--- config.mk ---
export PLATFORM = sky130hd
export DESIGN_NAME = fifo_umbrales
export DESIGN_NICKNAME = d
export VERILOG_FILES = /design/src/rtl/fifo_umbrales_pkg.sv /design/src/rtl/fifo_umbrales_mem.sv /design/src/rtl/fifo_umbrales.sv
export SDC_FILE = /design/constraint.sdc
export NUM_CORES = 1
export LEC_CHECK = 0
export ABC_AREA = 1
export BUFFER_PORTS_ARGS = -buffer_cell sky130_fd_sc_hd__buf_4
export CAP_MARGIN = 40
export CORE_ASPECT_RATIO = 0.5
export CORE_MARGIN = 2
export CORE_UTILIZATION = 53
export DETAILED_ROUTE_END_ITERATION = 8
export GPL_TIMING_DRIVEN = 0
export PLACE_DENSITY = 0.79
export SYNTH_ARGS = -nofsm -noshare
export SYNTH_HDL_FRONTEND = slang
export SYNTH_HIERARCHICAL = 1
export SYNTH_SLANG_ARGS = --single-unit
--- constraint.sdc ---
create_clock -name clk -period 2.15 [get_ports clk]
set_clock_uncertainty 0.05 [all_clocks]
set_input_delay 0.43 -clock clk [delete_from_list [all_inputs] [get_ports clk]]
set_output_delay 0.43 -clock clk [all_outputs]
set_load 0.005 [all_outputs]
--- src/rtl/fifo_umbrales_pkg.sv ---
// Shared constants for the per-lane threshold FIFO: default geometry,
// threshold width and the all-lanes-empty mask used by the control FSM.
package fifo_umbrales_pkg;

    localparam int DATA_WIDTH_DEF = 6;
    localparam int ADDR_WIDTH_DEF = 3;
    localparam int UMBRAL_W       = 3;
    localparam int NUM_LANES      = 10;

    // Every lane's fifo_empty set: what the control FSM compares its empty vector against.
    localparam logic [NUM_LANES-1:0] LANE_MASK_EMPTY = 10'b1111111111;

    // Next occupancy given the accepted read/write of this cycle.
    function automatic logic [ADDR_WIDTH_DEF:0] next_count(
        input logic [ADDR_WIDTH_DEF:0] cnt,
        input logic                    wr,
        input logic                    rd
    );
        logic [ADDR_WIDTH_DEF:0] res;
        res = cnt;
        if (wr && !rd)
            res = cnt + 1'b1;
        else if (rd && !wr)
            res = cnt - 1'b1;
        return res;
    endfunction

endpackage

--- src/rtl/fifo_umbrales_mem.sv ---
// DEPTH x DATA_WIDTH storage: one synchronous write port, one asynchronous
// read port. Not reset, so contents survive a FIFO reset (pointers are what
// make them invisible).
module fifo_umbrales_mem #(
    parameter int DATA_WIDTH = 6,
    parameter int ADDR_WIDTH = 3
) (
    input  logic                  clk,
    input  logic                  i_we,
    input  logic [ADDR_WIDTH-1:0] i_waddr,
    input  logic [DATA_WIDTH-1:0] i_wdata,
    input  logic [ADDR_WIDTH-1:0] i_raddr,
    output logic [DATA_WIDTH-1:0] o_rdata
);

    localparam int DEPTH = 2 ** ADDR_WIDTH;

    logic [DATA_WIDTH-1:0] r_mem [DEPTH];

    // Write port: capture the word at the write pointer.
    always_ff @(posedge clk) begin
        if (i_we)
            r_mem[i_waddr] <= i_wdata;
    end

    assign o_rdata = r_mem[i_raddr];

endmodule

--- src/rtl/fifo_umbrales.sv ---
// Per-lane transaction FIFO with umbral_alto/umbral_bajo flow-control flags.
// Optional feature: define FIFO_OCCUPANCY_EN to expose the live word count
// on an extra output port "occupancy".
module fifo_umbrales
    import fifo_umbrales_pkg::*;
#(
    parameter int DATA_WIDTH = DATA_WIDTH_DEF,
    parameter int ADDR_WIDTH = ADDR_WIDTH_DEF
) (
    input  logic                  clk,
    input  logic                  reset,
    input  logic                  wr_enable,
    input  logic [DATA_WIDTH-1:0] data_in,
    input  logic                  rd_enable,
    input  logic [UMBRAL_W-1:0]   umbral_alto,
    input  logic [UMBRAL_W-1:0]   umbral_bajo,
    output logic [DATA_WIDTH-1:0] data_out,
    output logic                  valid_out,
    output logic                  fifo_empty,
    output logic                  fifo_full,
    output logic                  almost_full,
    output logic                  almost_empty,
`ifdef FIFO_OCCUPANCY_EN
    output logic [ADDR_WIDTH:0]   occupancy,
`endif
    output logic                  error
);

    localparam int DEPTH = 2 ** ADDR_WIDTH;

    logic [ADDR_WIDTH-1:0] r_wr_ptr;
    logic [ADDR_WIDTH-1:0] r_rd_ptr;
    logic [ADDR_WIDTH:0]   r_count;
    logic [DATA_WIDTH-1:0] r_data_out;
    logic                  r_valid;
    logic                  r_error;

    logic                  w_rd_acc;
    logic                  w_wr_acc;
    logic                  w_overflow;
    logic                  w_underflow;
    logic [DATA_WIDTH-1:0] w_rdata;
    logic [ADDR_WIDTH:0]   w_alto;
    logic [ADDR_WIDTH:0]   w_bajo;

    // A read never bypasses a same-cycle write, so an empty FIFO rejects it;
    // a full FIFO still takes a write if a read frees a slot on the same edge.
    assign w_rd_acc    = rd_enable & ~fifo_empty;
    assign w_wr_acc    = wr_enable & (~fifo_full | w_rd_acc);
    assign w_overflow  = wr_enable & fifo_full & ~w_rd_acc;
    assign w_underflow = rd_enable & fifo_empty;

    fifo_umbrales_mem #(
        .DATA_WIDTH (DATA_WIDTH),
        .ADDR_WIDTH (ADDR_WIDTH)
    ) u_mem (
        .clk     (clk),
        .i_we    (w_wr_acc),
        .i_waddr (r_wr_ptr),
        .i_wdata (data_in),
        .i_raddr (r_rd_ptr),
        .o_rdata (w_rdata)
    );

    // Pointers and occupancy; pointers wrap naturally at DEPTH.
    always_ff @(posedge clk or posedge reset) begin
        if (reset) begin
            r_wr_ptr <= '0;
            r_rd_ptr <= '0;
            r_count  <= '0;
        end else begin
            if (w_wr_acc)
                r_wr_ptr <= r_wr_ptr + 1'b1;
            if (w_rd_acc)
                r_rd_ptr <= r_rd_ptr + 1'b1;
            r_count <= next_count(r_count, w_wr_acc, w_rd_acc);
        end
    end

    // Registered read data: loads on an accepted read, holds otherwise.
    always_ff @(posedge clk or posedge reset) begin
        if (reset) begin
            r_data_out <= '0;
            r_valid    <= 1'b0;
        end else begin
            r_valid <= w_rd_acc;
            if (w_rd_acc)
                r_data_out <= w_rdata;
        end
    end

    // Sticky error: any overflow or underflow, cleared only by reset.
    always_ff @(posedge clk or posedge reset) begin
        if (reset)
            r_error <= 1'b0;
        else if (w_overflow || w_underflow)
            r_error <= 1'b1;
    end

    assign w_alto = (ADDR_WIDTH+1)'(umbral_alto);
    assign w_bajo = (ADDR_WIDTH+1)'(umbral_bajo);

    assign fifo_empty   = (r_count == '0);
    assign fifo_full    = (r_count == (ADDR_WIDTH+1)'(DEPTH));
    // A zero high threshold disables the pause request entirely.
    assign almost_full  = (umbral_alto != '0) && (r_count >= w_alto);
    assign almost_empty = (r_count <= w_bajo);
    assign data_out     = r_data_out;
    assign valid_out    = r_valid;
    assign error        = r_error;
`ifdef FIFO_OCCUPANCY_EN
    assign occupancy    = r_count;
`endif

endmodule

==> results of run 1 <==
-- cell families after synthesis --
group	after synthesis	share of synthesized area (%)
buf+inv	84	11.40
compound gates	6	1.105
fa+ha+maj	12	4.804
flops	66	57.64
xor+xnor	4	1.067
simple gates	188	23.98
-- power by group through the flow --
stage	registers (W)	clock network (W)	logic, W
after floorplan	0.00186	0	0.00142
after global placement	0.00190	0	0.00191
after detailed placement	0.00191	0	0.00202
after CTS	0.00187	0.00153	0.00216
after global routing	0.00190	0.00158	0.00252
final	0.00187	0.00151	0.00222
-- sequential cells by signal (all words and copies together), names as in the netlist --
| name | cells |
|---|---|
| error | 1 |
| data_out | 6 |
| r_rd_ptr | 3 |
| u_mem/r_mem | 48 |
| r_wr_ptr | 3 |
| valid_out | 1 |
| r_count | 4 |
-- area by class of cell --
cell class                 instances  area [um^2]  area share (%)
tap                               88        110.1           2.741
sequential                        66         1894           47.17
timing repair buffer              36        270.3           6.729
clock inverter                     4        46.29           1.153
inverter                          75        286.5           7.134
clock buffer                      12        267.8           6.667
buffer                             9        90.09           2.243
multi-input combinational        210         1051           26.17
-- cells in the final DEF, fill, tap and decap left out, drive strengths merged, types with 3 or more instances in the layout --
| cell type | count |
|---|---|
| a21oi | 3 |
| buf | 45 |
| clkbuf | 12 |
| dfrtp | 18 |
| edfxtp | 48 |
| ha | 11 |
| inv | 76 |
| nand2 | 136 |
| nand3 | 34 |
| nand3b | 3 |
| nor2 | 13 |
| xnor2 | 4 |
-- critical path, cell delays in order, from the launching register on --
cell     delay, ps
dfrtp_2        420
buf_4          150
inv_2           60
ha_1           220
nand3_1         90
nand3_1         80
nand2_1         60
inv_1           30
buf_4          120
-- stage by stage --
step	instance area, um^2	std cells	TNS [ps]
after global placement	3601	475	-122.3
final	4016	500	0
after detailed placement	3601	475	-174.4
after global routing	4016	500	-42.53
after CTS	3966	496	0
after floorplan	3288	360	0
-- worst max-delay path by stage --
stage	start	to	slack, ps	cells past startpoint
floorplan	r_count[0]	r_count[3]	30	12
global placement	r_count[1]	r_count[3]	-120	12
detailed placement	r_count[1]	r_count[3]	-170	12
CTS	r_count[0]	almost_full	50	8
global route	r_count[1]	r_count[3]	-30	12
finish	r_count[0]	almost_full	110	8
-- repair_timing --
item                       in CTS  in global routing
setup endpoints to repair       1                  2
buffers inserted                5                  4
pin swaps                       1                  3
resized for setup               2                  7
-- per-layer routing --
metal  share of wire (%)  wire length (um)
met5                   0                 0
met4                 1.8               133
met3                 8.2               590
met2                  51              3642
met1                  39              2842
==> summary.txt, run 1 <==
Layout
  – # diodes: 0
  – Fill cells: 450
  – Nets@finish: 435
  – Finished Core Util: 66.60%
  – Share of layout cells above drive strength 1: 19.42%
  – Layout area overhead: 22.38%

Place
  – GPL Wtd Cong: 0.8439
  – DP Wirelength: 4779 um
  – Place WS: -174.4 ps
  – IO buf count: 27

Critical path
  – Worst r2r path cells: 12
  – RR Startpoint: r_count[1]
  – Worst EP required: 1670 ps
  – Crit path capture type: output port
  – Critical path class: flop to output port
  – R2R Setup Slk: 110 ps
  – Reg2reg end: r_count[3]
  – Startpoint types: flop
  – Crit Path Max Fanout: 2
  – Crit path DAT: 1560 ps

GRT
  – Busiest grt layer: met2
  – Met3 Use GR: 6.135%
  – First-pass GRT wire length: 11550 um
  – Met2 GRT Util: 38.74%
  – Total grt overflow: 0
  – Met1 global-route usage: 29.36%
  – Largest net degree at the start of global routing: 19
  – Antenna violations before repair: 0
  – Vias in the first global route: 2410
  – GRT Overall Usage: 23.35%

Yosys
  – Mapped Cells: 360
  – Cell taking the most area after synthesis: edfxtp_1
  – Number of flops mapped to enable cells by yosys: 48
  – Share of flip-flops with an asynchronous set or reset: 27.27%
  – Yosys cell types: 26
  – Seq/Total Area, Yosys: 57.64%
  – Yosys reg bits: 66
  – Share of the synthesized area in the top cell type: 43.92%
  – Yosys warning total: 6
  – Post-synth top cells: 132 x nand2_1, 72 x inv_1, 48 x edfxtp_1, 33 x nand3_1, 18 x dfrtp_1
  – Mean Syn Cell Area: 9.116 um^2
  – Most area-consuming cells after synthesis: edfxtp_1 44%, nand2_1 15%, dfrtp_1 14%
  – Synth Flop Type: edfxtp_1
  – Synthesized area: 3282 um^2
  – Count leader, synth: nand2_1
  – Post-synthesis net count: 388

Clock network
  – H-tree depth: 3
  – CTS buffer count: 9
  – Clk root buf: clkbuf_16
  – CTS Sinks: 66
  – CTS tree: yes
  – Clock latency on the worst-skew pair: 330 ps
  – Clock transition at path regs: 50 ps
  – Clk buf depth: 2
  – Hold buffer count at CTS: 0

Power
  – VDD IR max: 0.8273 mV
  – Switching Fraction: 35.77%
  – Total chip power: 0.005600 W
  – Int Pwr: 0.003597 W
  – Psw: 0.002003 W
  – P_leak: 2.003 nW
  – Gate power share: 39.7%
  – Sequential fraction of design power: 33.4%
  – Pwr per Cell Area: 1394 nW/um^2
  – Clock power frac: 26.9%

Outcome
  – Status: completed

Run
  – Max-cap violations: 0

Timing
  – Final Hold Violating Endpoints: 0
  – RSZ-0062 raised after global routing: true
  – Period minus WS final: 2044 ps
  – Pins Over Slew Limit: 0
  – Final setup vio count: 0
  – Relative slew slack: 54.06%
  – Hold_ws: 158.8 ps
  – Top achievable clock speed: 489.3 MHz
  – Final setup margin: 106.2 ps
  – Post-route clock period utilization: 95.06%
  – Worst Tran Pin Value: 688.4 ps

Floorplanning
  – Die height: 59.65 um
  – Core Area: 6031 um^2
  – Starting Density: 54.42%
  – Die Width: 115.3 um
  – Die area: 6876 um^2
  – # IOs: 28
  – Site Rows: 20

Route
  – DRC Markers: 0
  – DR iter-0 viols: 128
  – Pre-Repair DR Iteration Count: 5
  – Avg WL per Cell: 14.42 um
  – Via/cell ratio: 4.936
  – Final WL: 7209 um
  – Via count: 2468
  – Final ANT Viol Nets: 0

Hold path
  – Hold WC Path Type: input port to async pin
No activity file was read; power rests on OpenSTA's default activity.
==> inputs of run 2 (changes only) <==
CORE_UTILIZATION = 45   (was 53)
HOLD_SLACK_MARGIN = 0.03   (was unset)
PLACE_DENSITY = 0.69   (was 0.79)
==> summary.txt, run 2 (synthesis results as in run 1) <==
Floorplanning
  – Core Area: 6858 um^2 (+14%)
  – Die area: 8034 um^2 (+17%)
  – # IOs: 28 (unchanged)
  – Die Width: 124.8 um (+8.2%)
  – Starting Density: 47.86% (-6.6 points)
  – Site Rows: 21 (+5.0%)
  – Die height: 64.39 um (+7.9%)

Clock network
  – CTS Sinks: 66 (unchanged)
  – Clk root buf: clkbuf_16
  – CTS buffer count: 9 (unchanged)
  – Clock latency on the worst-skew pair: 320 ps (about the same)
  – Clk buf depth: 2 (unchanged)
  – H-tree depth: 3 (unchanged)
  – Clock transition at path regs: 50 ps (about the same)
  – CTS tree: yes

Critical path
  – Worst EP required: 2310 ps (+640 ps)
  – Startpoint types: flop
  – Crit path DAT: 2230 ps (+670 ps)
  – Worst r2r path cells: 12 (unchanged)
  – Max stage delay cell, worst path: dfrtp_2
  – Crit path cell chain: nor2_4 -> nand4_1 -> nand2_2 -> inv_2 -> ha_4 -> inv_4 -> ha_4 -> or2_2 -> nand2_1 -> nand2_1 -> nand3_1 -> nand2_1
  – CP peak stage delay: 480 ps (+60 ps)
  – Crit Path Max Fanout: 6 (+4)
  – Critical path class: flop to flop
  – Crit path capture type: flop
  – Most frequent cell on the critical path: nand2_1

Timing
  – RSZ-0062 raised after global routing: true
  – Final setup TNS: 0 ps (unchanged)
  – Pins Over Slew Limit: 0 (unchanged)
  – Top achievable clock speed: 483.2 MHz (-1.2%)
  – Relative slew slack: 53.88% (-0.18 points)
  – Final Hold Violating Endpoints: 0 (unchanged)
  – Worst Tran Pin Value: 691.0 ps (+2.632 ps)
  – Post-route clock period utilization: 96.26% (+1.2 points)
  – Period minus WS final: 2070 ps (+25.76 ps)
  – Final setup margin: 80.46 ps (-25.76 ps)
  – Hold_ws: 166.9 ps (+8.096 ps)
  – Final setup vio count: 0 (unchanged)

GRT
  – Busiest grt layer: met2
  – Largest net degree at the start of global routing: 19 (unchanged)
  – Met1 global-route usage: 23.60% (-5.8 points)
  – Antenna violations before repair: 0 (unchanged)
  – First-pass GRT wire length: 11440 um (-0.95%)
  – Total grt overflow: 0 (unchanged)
  – Met2 GRT Util: 31.97% (-6.8 points)
  – Vias in the first global route: 2341 (-2.9%)
  – GRT Overall Usage: 18.82% (-4.5 points)
  – Met3 Use GR: 4.774% (-1.4 points)

Route
  – Final ANT Viol Nets: 0 (unchanged)
  – DR iter-0 viols: 167 (+30%)
  – Pre-Repair DR Iteration Count: 4 (-1)
  – Via count: 2403 (-2.6%)
  – DRC Markers: 0 (unchanged)
  – Final WL: 6767 um (-6.1%)
  – Via/cell ratio: 4.787 (-3.0%)
  – Avg WL per Cell: 13.48 um (-6.5%)

Layout
  – Top reg by flops: u_mem/r_mem
  – Area taken by multi-input logic gates: 1061 um^2 (+0.95%)
  – # diodes: 0 (unchanged)
  – Fill cells: 565 (+26%)
  – Layout area overhead: 21.85%
  – Share of layout cells above drive strength 1: 19.02% (-0.39 points)
  – Commonest non-fill, non-tap cell in the layout: nand2_1
  – Sequential cell area: 1896 um^2 (about the same)
  – Nets@finish: 433 (-0.46%)
  – Number of flip-flops in the largest register: 48 (unchanged)
  – Most frequent cells in the layout: 131 x nand2_1, 69 x inv_1, 48 x edfxtp_1

Place
  – IO buf count: 27 (unchanged)
  – DP Wirelength: 4804 um (+0.53%)
  – GPL Wtd Cong: 0.8814 (+4.4%)
  – Place WS: -240.2 ps (-65.80 ps)

Power
  – Switching Fraction: 35.48% (-0.29 points)
  – VDD IR max: 0.6556 mV (-21%)
  – Clock power frac: 25.7% (-1.2 points)
  – Pwr per Cell Area: 1359 nW/um^2 (-2.5%)
  – Int Pwr: 0.003506 W (-2.5%)
  – Gate power share: 39.7% (about the same)
  – Sequential fraction of design power: 34.6% (+1.2 points)
  – P_leak: 1.982 nW (-1.0%)
  – Psw: 0.001928 W (-3.7%)

Outcome
  – Status: completed

Run
  – Max-cap violations: 0 (unchanged)

Hold path
  – Hold WC Path Type: input port to async pin
## run 2: what timing repair did
item,CTS,global route
setup buffers,3,4
resized for setup,2,8
cloned,0,0
endpoints found under the setup margin,3,16
hold buffers,0,0
pin swaps,1,2
## run 2: critical path: cells and delay by family, from the launching register on
family | cells | cell delay (ps)
fa+ha+maj | 2 | 370
flops | 1 | 480
buf+inv | 2 | 130
simple gates | 8 | 920
## run 2: stage by stage
stage	area [um^2]	cells	utilization (%)	total power (W)
finish	3999	502	58.31	0.005434
CTS	3938	498	57.42	0.005402
global route	3999	502	58.31	0.005867
detailed placement	3606	479	52.58	0.003925
global placement	3606	479	52.58	0.003842
floorplan	3288	360	-	0.003279
## run 2: layout make-up
cell class,instances,share of cell area [%]
Sequential cell,66,47.40
Multi-Input combinational cell,210,26.53
Tap cell,92,2.879
Timing Repair Buffer,34,6.383
Clock buffer,14,7.134
Inverter,75,7.165
Clock inverter,2,0.2503
Buffer,9,2.253
## run 2: worst paths after layout
path                             from                end  slack, ps
max                        r_count[1]         r_count[3]         80
min                             reset         r_count[2]        170
max reg2reg                r_count[1]         r_count[3]         80
min reg2reg                     error              error        420
max in group asynchronous       reset         r_count[0]       1400
min in group clk           data_in[5]  u_mem/r_mem[4][5]        320
## run 2: power by group through the flow
stage	sequential, W	clock (W)	combinational, W
final	0.00188	0.00140	0.00216
after global routing	0.00192	0.00149	0.00246
after CTS	0.00188	0.00142	0.00210
after detailed placement	0.00191	0	0.00201
after global placement	0.00190	0	0.00194
after floorplan	0.00186	0	0.00142
## run 2: metal layers
metal / part of all wire, % / wire length, um
met1: 42 / 2871
met2: 50 / 3365
met3: 6.6 / 444
met4: 1.3 / 86
met5: 0 / 0
==> inputs of run 3 (changes only) <==
SYNTH_HIERARCHICAL = unset   (was 1)
==> summary.txt, run 3 <==
Floorplanning
  – # IOs: 28 (unchanged)
  – Core Area: 6779 um^2 (-1.1%)
  – Die area: 7847 um^2 (-2.3%)
  – Die height: 63.65 um (-1.1%)
  – Die Width: 123.3 um (-1.2%)
  – Site Rows: 21 (unchanged)
  – Starting Density: 47.23% (-0.62 points)

Yosys
  – Number of flops mapped to enable cells by yosys: 48 (unchanged)
  – Post-synthesis net count: 355 (-8.5%)
  – Count leader, synth: nand2_1
  – Post-synth top cells: 103 x nand2_1, 57 x inv_1, 48 x edfxtp_1, 35 x nand3_1, 18 x dfrtp_1
  – Mapped Cells: 327 (-9.2%)
  – Share of flip-flops with an asynchronous set or reset: 27.27% (unchanged)
  – Seq/Total Area, Yosys: 59.09% (+1.4 points)
  – Synth Flop Type: edfxtp_1
  – Yosys cell types: 26 (unchanged)
  – Cell taking the most area after synthesis: edfxtp_1
  – Share of the synthesized area in the top cell type: 45.02% (+1.1 points)
  – Mean Syn Cell Area: 9.792 um^2 (+7.4%)
  – Yosys warning total: 0 (-6)
  – Yosys reg bits: 66 (unchanged)
  – Synthesized area: 3202 um^2 (-2.4%)
  – Most area-consuming cells after synthesis: edfxtp_1 45%, dfrtp_1 14%, nand2_1 12%

Timing
  – Final setup margin: 26.82 ps (-53.65 ps)
  – Final setup TNS: 0 ps (unchanged)
  – Post-route clock period utilization: 98.75% (+2.5 points)
  – Worst Tran Pin Value: 811.6 ps (+120.6 ps)
  – Pins Over Slew Limit: 0 (unchanged)
  – Relative slew slack: 45.48% (-8.4 points)
  – Final Hold Violating Endpoints: 0 (unchanged)
  – Period minus WS final: 2123 ps (+53.65 ps)
  – Top achievable clock speed: 471.0 MHz (-2.5%)
  – RSZ-0062 raised after global routing: true
  – Final setup vio count: 0 (unchanged)

Power
  – P_leak: 1.874 nW (-5.4%)
  – Total chip power: 0.005465 W (+0.57%)
  – Pwr per Cell Area: 1360 nW/um^2 (about the same)
  – VDD IR max: 0.5622 mV (-14%)

Layout
  – Nets@finish: 409 (-5.5%)
  – Number of flip-flops in the largest register: 48 (unchanged)
  – # diodes: 0 (unchanged)
  – Layout area overhead: 25.52%
  – Top reg by flops: u_mem.r_mem
  – Final std cells w/o fill: 478 (-4.8%)
  – Commonest non-fill, non-tap cell in the layout: nand2_1
  – Share of layout cells above drive strength 1: 26.42% (+7.4 points)
  – Most frequent cells in the layout: 102 x nand2_1, 51 x inv_1, 48 x edfxtp_1

Clock network
  – CTS tree: yes
  – Clock transition at path regs: 50 ps (about the same)
  – CTS buffer count: 9 (unchanged)
  – Clk buf depth: 2 (unchanged)
  – Clock latency on the worst-skew pair: 330 ps (about the same)
  – Clk root buf: clkbuf_16
  – CTS Sinks: 66 (unchanged)
  – H-tree depth: 3 (unchanged)

Route
  – Via count: 2325 (-3.2%)
  – Pre-Repair DR Iteration Count: 4 (unchanged)
  – Final WL: 6680 um (-1.3%)
  – Via/cell ratio: 4.864 (+1.6%)
  – Final ANT Viol Nets: 0 (unchanged)
  – DR iter-0 viols: 119 (-29%)
  – DRC Markers: 0 (unchanged)
  – Avg WL per Cell: 13.97 um (+3.7%)

Critical path
  – RR Startpoint: r_count[0]
  – Most frequent cell on the critical path: buf_6
  – Critical path class: flop to output port
  – Crit path DAT: 1640 ps (-590 ps)
  – R2R Setup Slk: 140 ps (+60 ps)
  – Crit Path Max Fanout: 4 (-2)
  – Reg2reg end: r_count[3]
  – Crit path cell chain: buf_6 -> inv_4 -> ha_4 -> inv_2 -> nand2_2 -> a21oi_2 -> o21ai_1 -> nand2_1 -> inv_1 -> buf_6
  – CP peak stage delay: 430 ps (-50 ps)
  – Startpoint types: flop
  – Worst r2r path cells: 15 (+3)
  – Max stage delay cell, worst path: dfrtp_2
  – Worst EP required: 1670 ps (-640 ps)
  – Crit path capture type: output port

GRT
  – Antenna violations before repair: 0 (unchanged)
  – Vias in the first global route: 2384 (+1.8%)
  – Total grt overflow: 0 (unchanged)
  – First-pass GRT wire length: 11320 um (-1.0%)
  – Largest net degree at the start of global routing: 19 (unchanged)
  – GRT Overall Usage: 19.71% (+0.88 points)

Place
  – IO buf count: 27 (unchanged)
  – DP Wirelength: 4596 um (-4.3%)
  – Placed instance count: 449 (-6.3%)
  – Place WS: -133.9 ps (+106.3 ps)
  – GPL Wtd Cong: 0.8312 (-5.7%)

Outcome
  – Status: completed

Run
  – Max-cap violations: 0 (unchanged)

Hold path
  – Hold WC Path Type: input port to async pin
[run 3: cell types whose count changed after synthesis, moves of 3 or more]
cell,change
o21ai_0,+3
nand3_2,+7
nor2_1,-3
nand2_1,-29
nor3_1,+4
inv_1,-15
buf_6,-4
[run 3: area by class of cell]
cell class                 instances  area, um^2
fill                             573        2760
sequential                        66        1896
multi-input combinational        192        1086
timing repair buffer              43       322.8
clock buffer                      11       242.7
inverter                          60       232.7
tap                               92       115.1
buffer                             9       70.07
clock inverter                     5       53.80
[run 3: how the worst max path moves through the flow]
| stage | from | endpoint | cells after the start |
|---|---|---|---|
| 2_1_floorplan | r_count[0] | r_count[3] | 14 |
| 3_3_place_gp | r_count[0] | r_count[3] | 14 |
| 3_5_place_dp | r_count[0] | r_count[3] | 15 |
| 4_1_cts | r_count[0] | almost_full | 10 |
| 5_1_grt | r_count[0] | almost_full | 10 |
| 6_report | r_count[0] | almost_full | 10 |
[run 3: routing by layer]
layer / part of all wire (%) / wire length, um / vias to the layer above / GRT usage, %
met1: 42 / 2803 / 1100 / 24.19
li1: - / - / 1150 / -
met2: 49 / 3290 / 67 / 32.76
met5: 0 / 0 / - / 0
met3: 7.6 / 506 / 8 / 6.703
met4: 1.2 / 79 / 0 / 6.250
[run 3: repair_timing]
action,4_1_cts,5_1_grt
resized for setup,6,18
buffers inserted,7,6
pin swaps,4,13
endpoints found under the setup margin,1,7
hold buffers,0,0
[run 3: power breakdown]
group          internal (W)  total [W]  switching (W)  leakage, nW
registers           0.00165    0.00182       0.000166        0.647
logic              0.000948    0.00220        0.00125         1.09
clock network      0.000922    0.00145       0.000525        0.139
[run 3: logic make-up (layout without fill, tap and decap cells)]
logic type	count (synthesis)	in the layout	synth area share (%)
AOI/OAI and AO/OA	8	8	1.368
xor gates and xnor gates	4	4	1.094
adders and majority gates	12	12	4.924
buffers and inverters	69	128	9.379
DFF	66	66	59.09
and+or+nand+nor	168	168	24.15
[run 3: critical path, delay by kind of cell (launching register included)]
family / cells / cell delay, ps
AO/OA/AOI/OAI: 2 / 200
adder cells (fa/ha/maj): 1 / 190
buffers and inverters: 5 / 370
flip-flops: 1 / 430
AND/OR/NAND/NOR: 2 / 120
[run 3: stage by stage]
| step | utilization, % | instance area [um^2] | hold slack [ps] |
|---|---|---|---|
| detailed placement | 52.18 | 3537 | 417.7 |
| CTS | 57.40 | 3891 | 228.7 |
| global placement | 51.96 | 3522 | 414.7 |
| floorplan | - | 3204 | 318.4 |
| global route | 59.28 | 4019 | 258.8 |
| finish | 59.28 | 4019 | 194.6 |
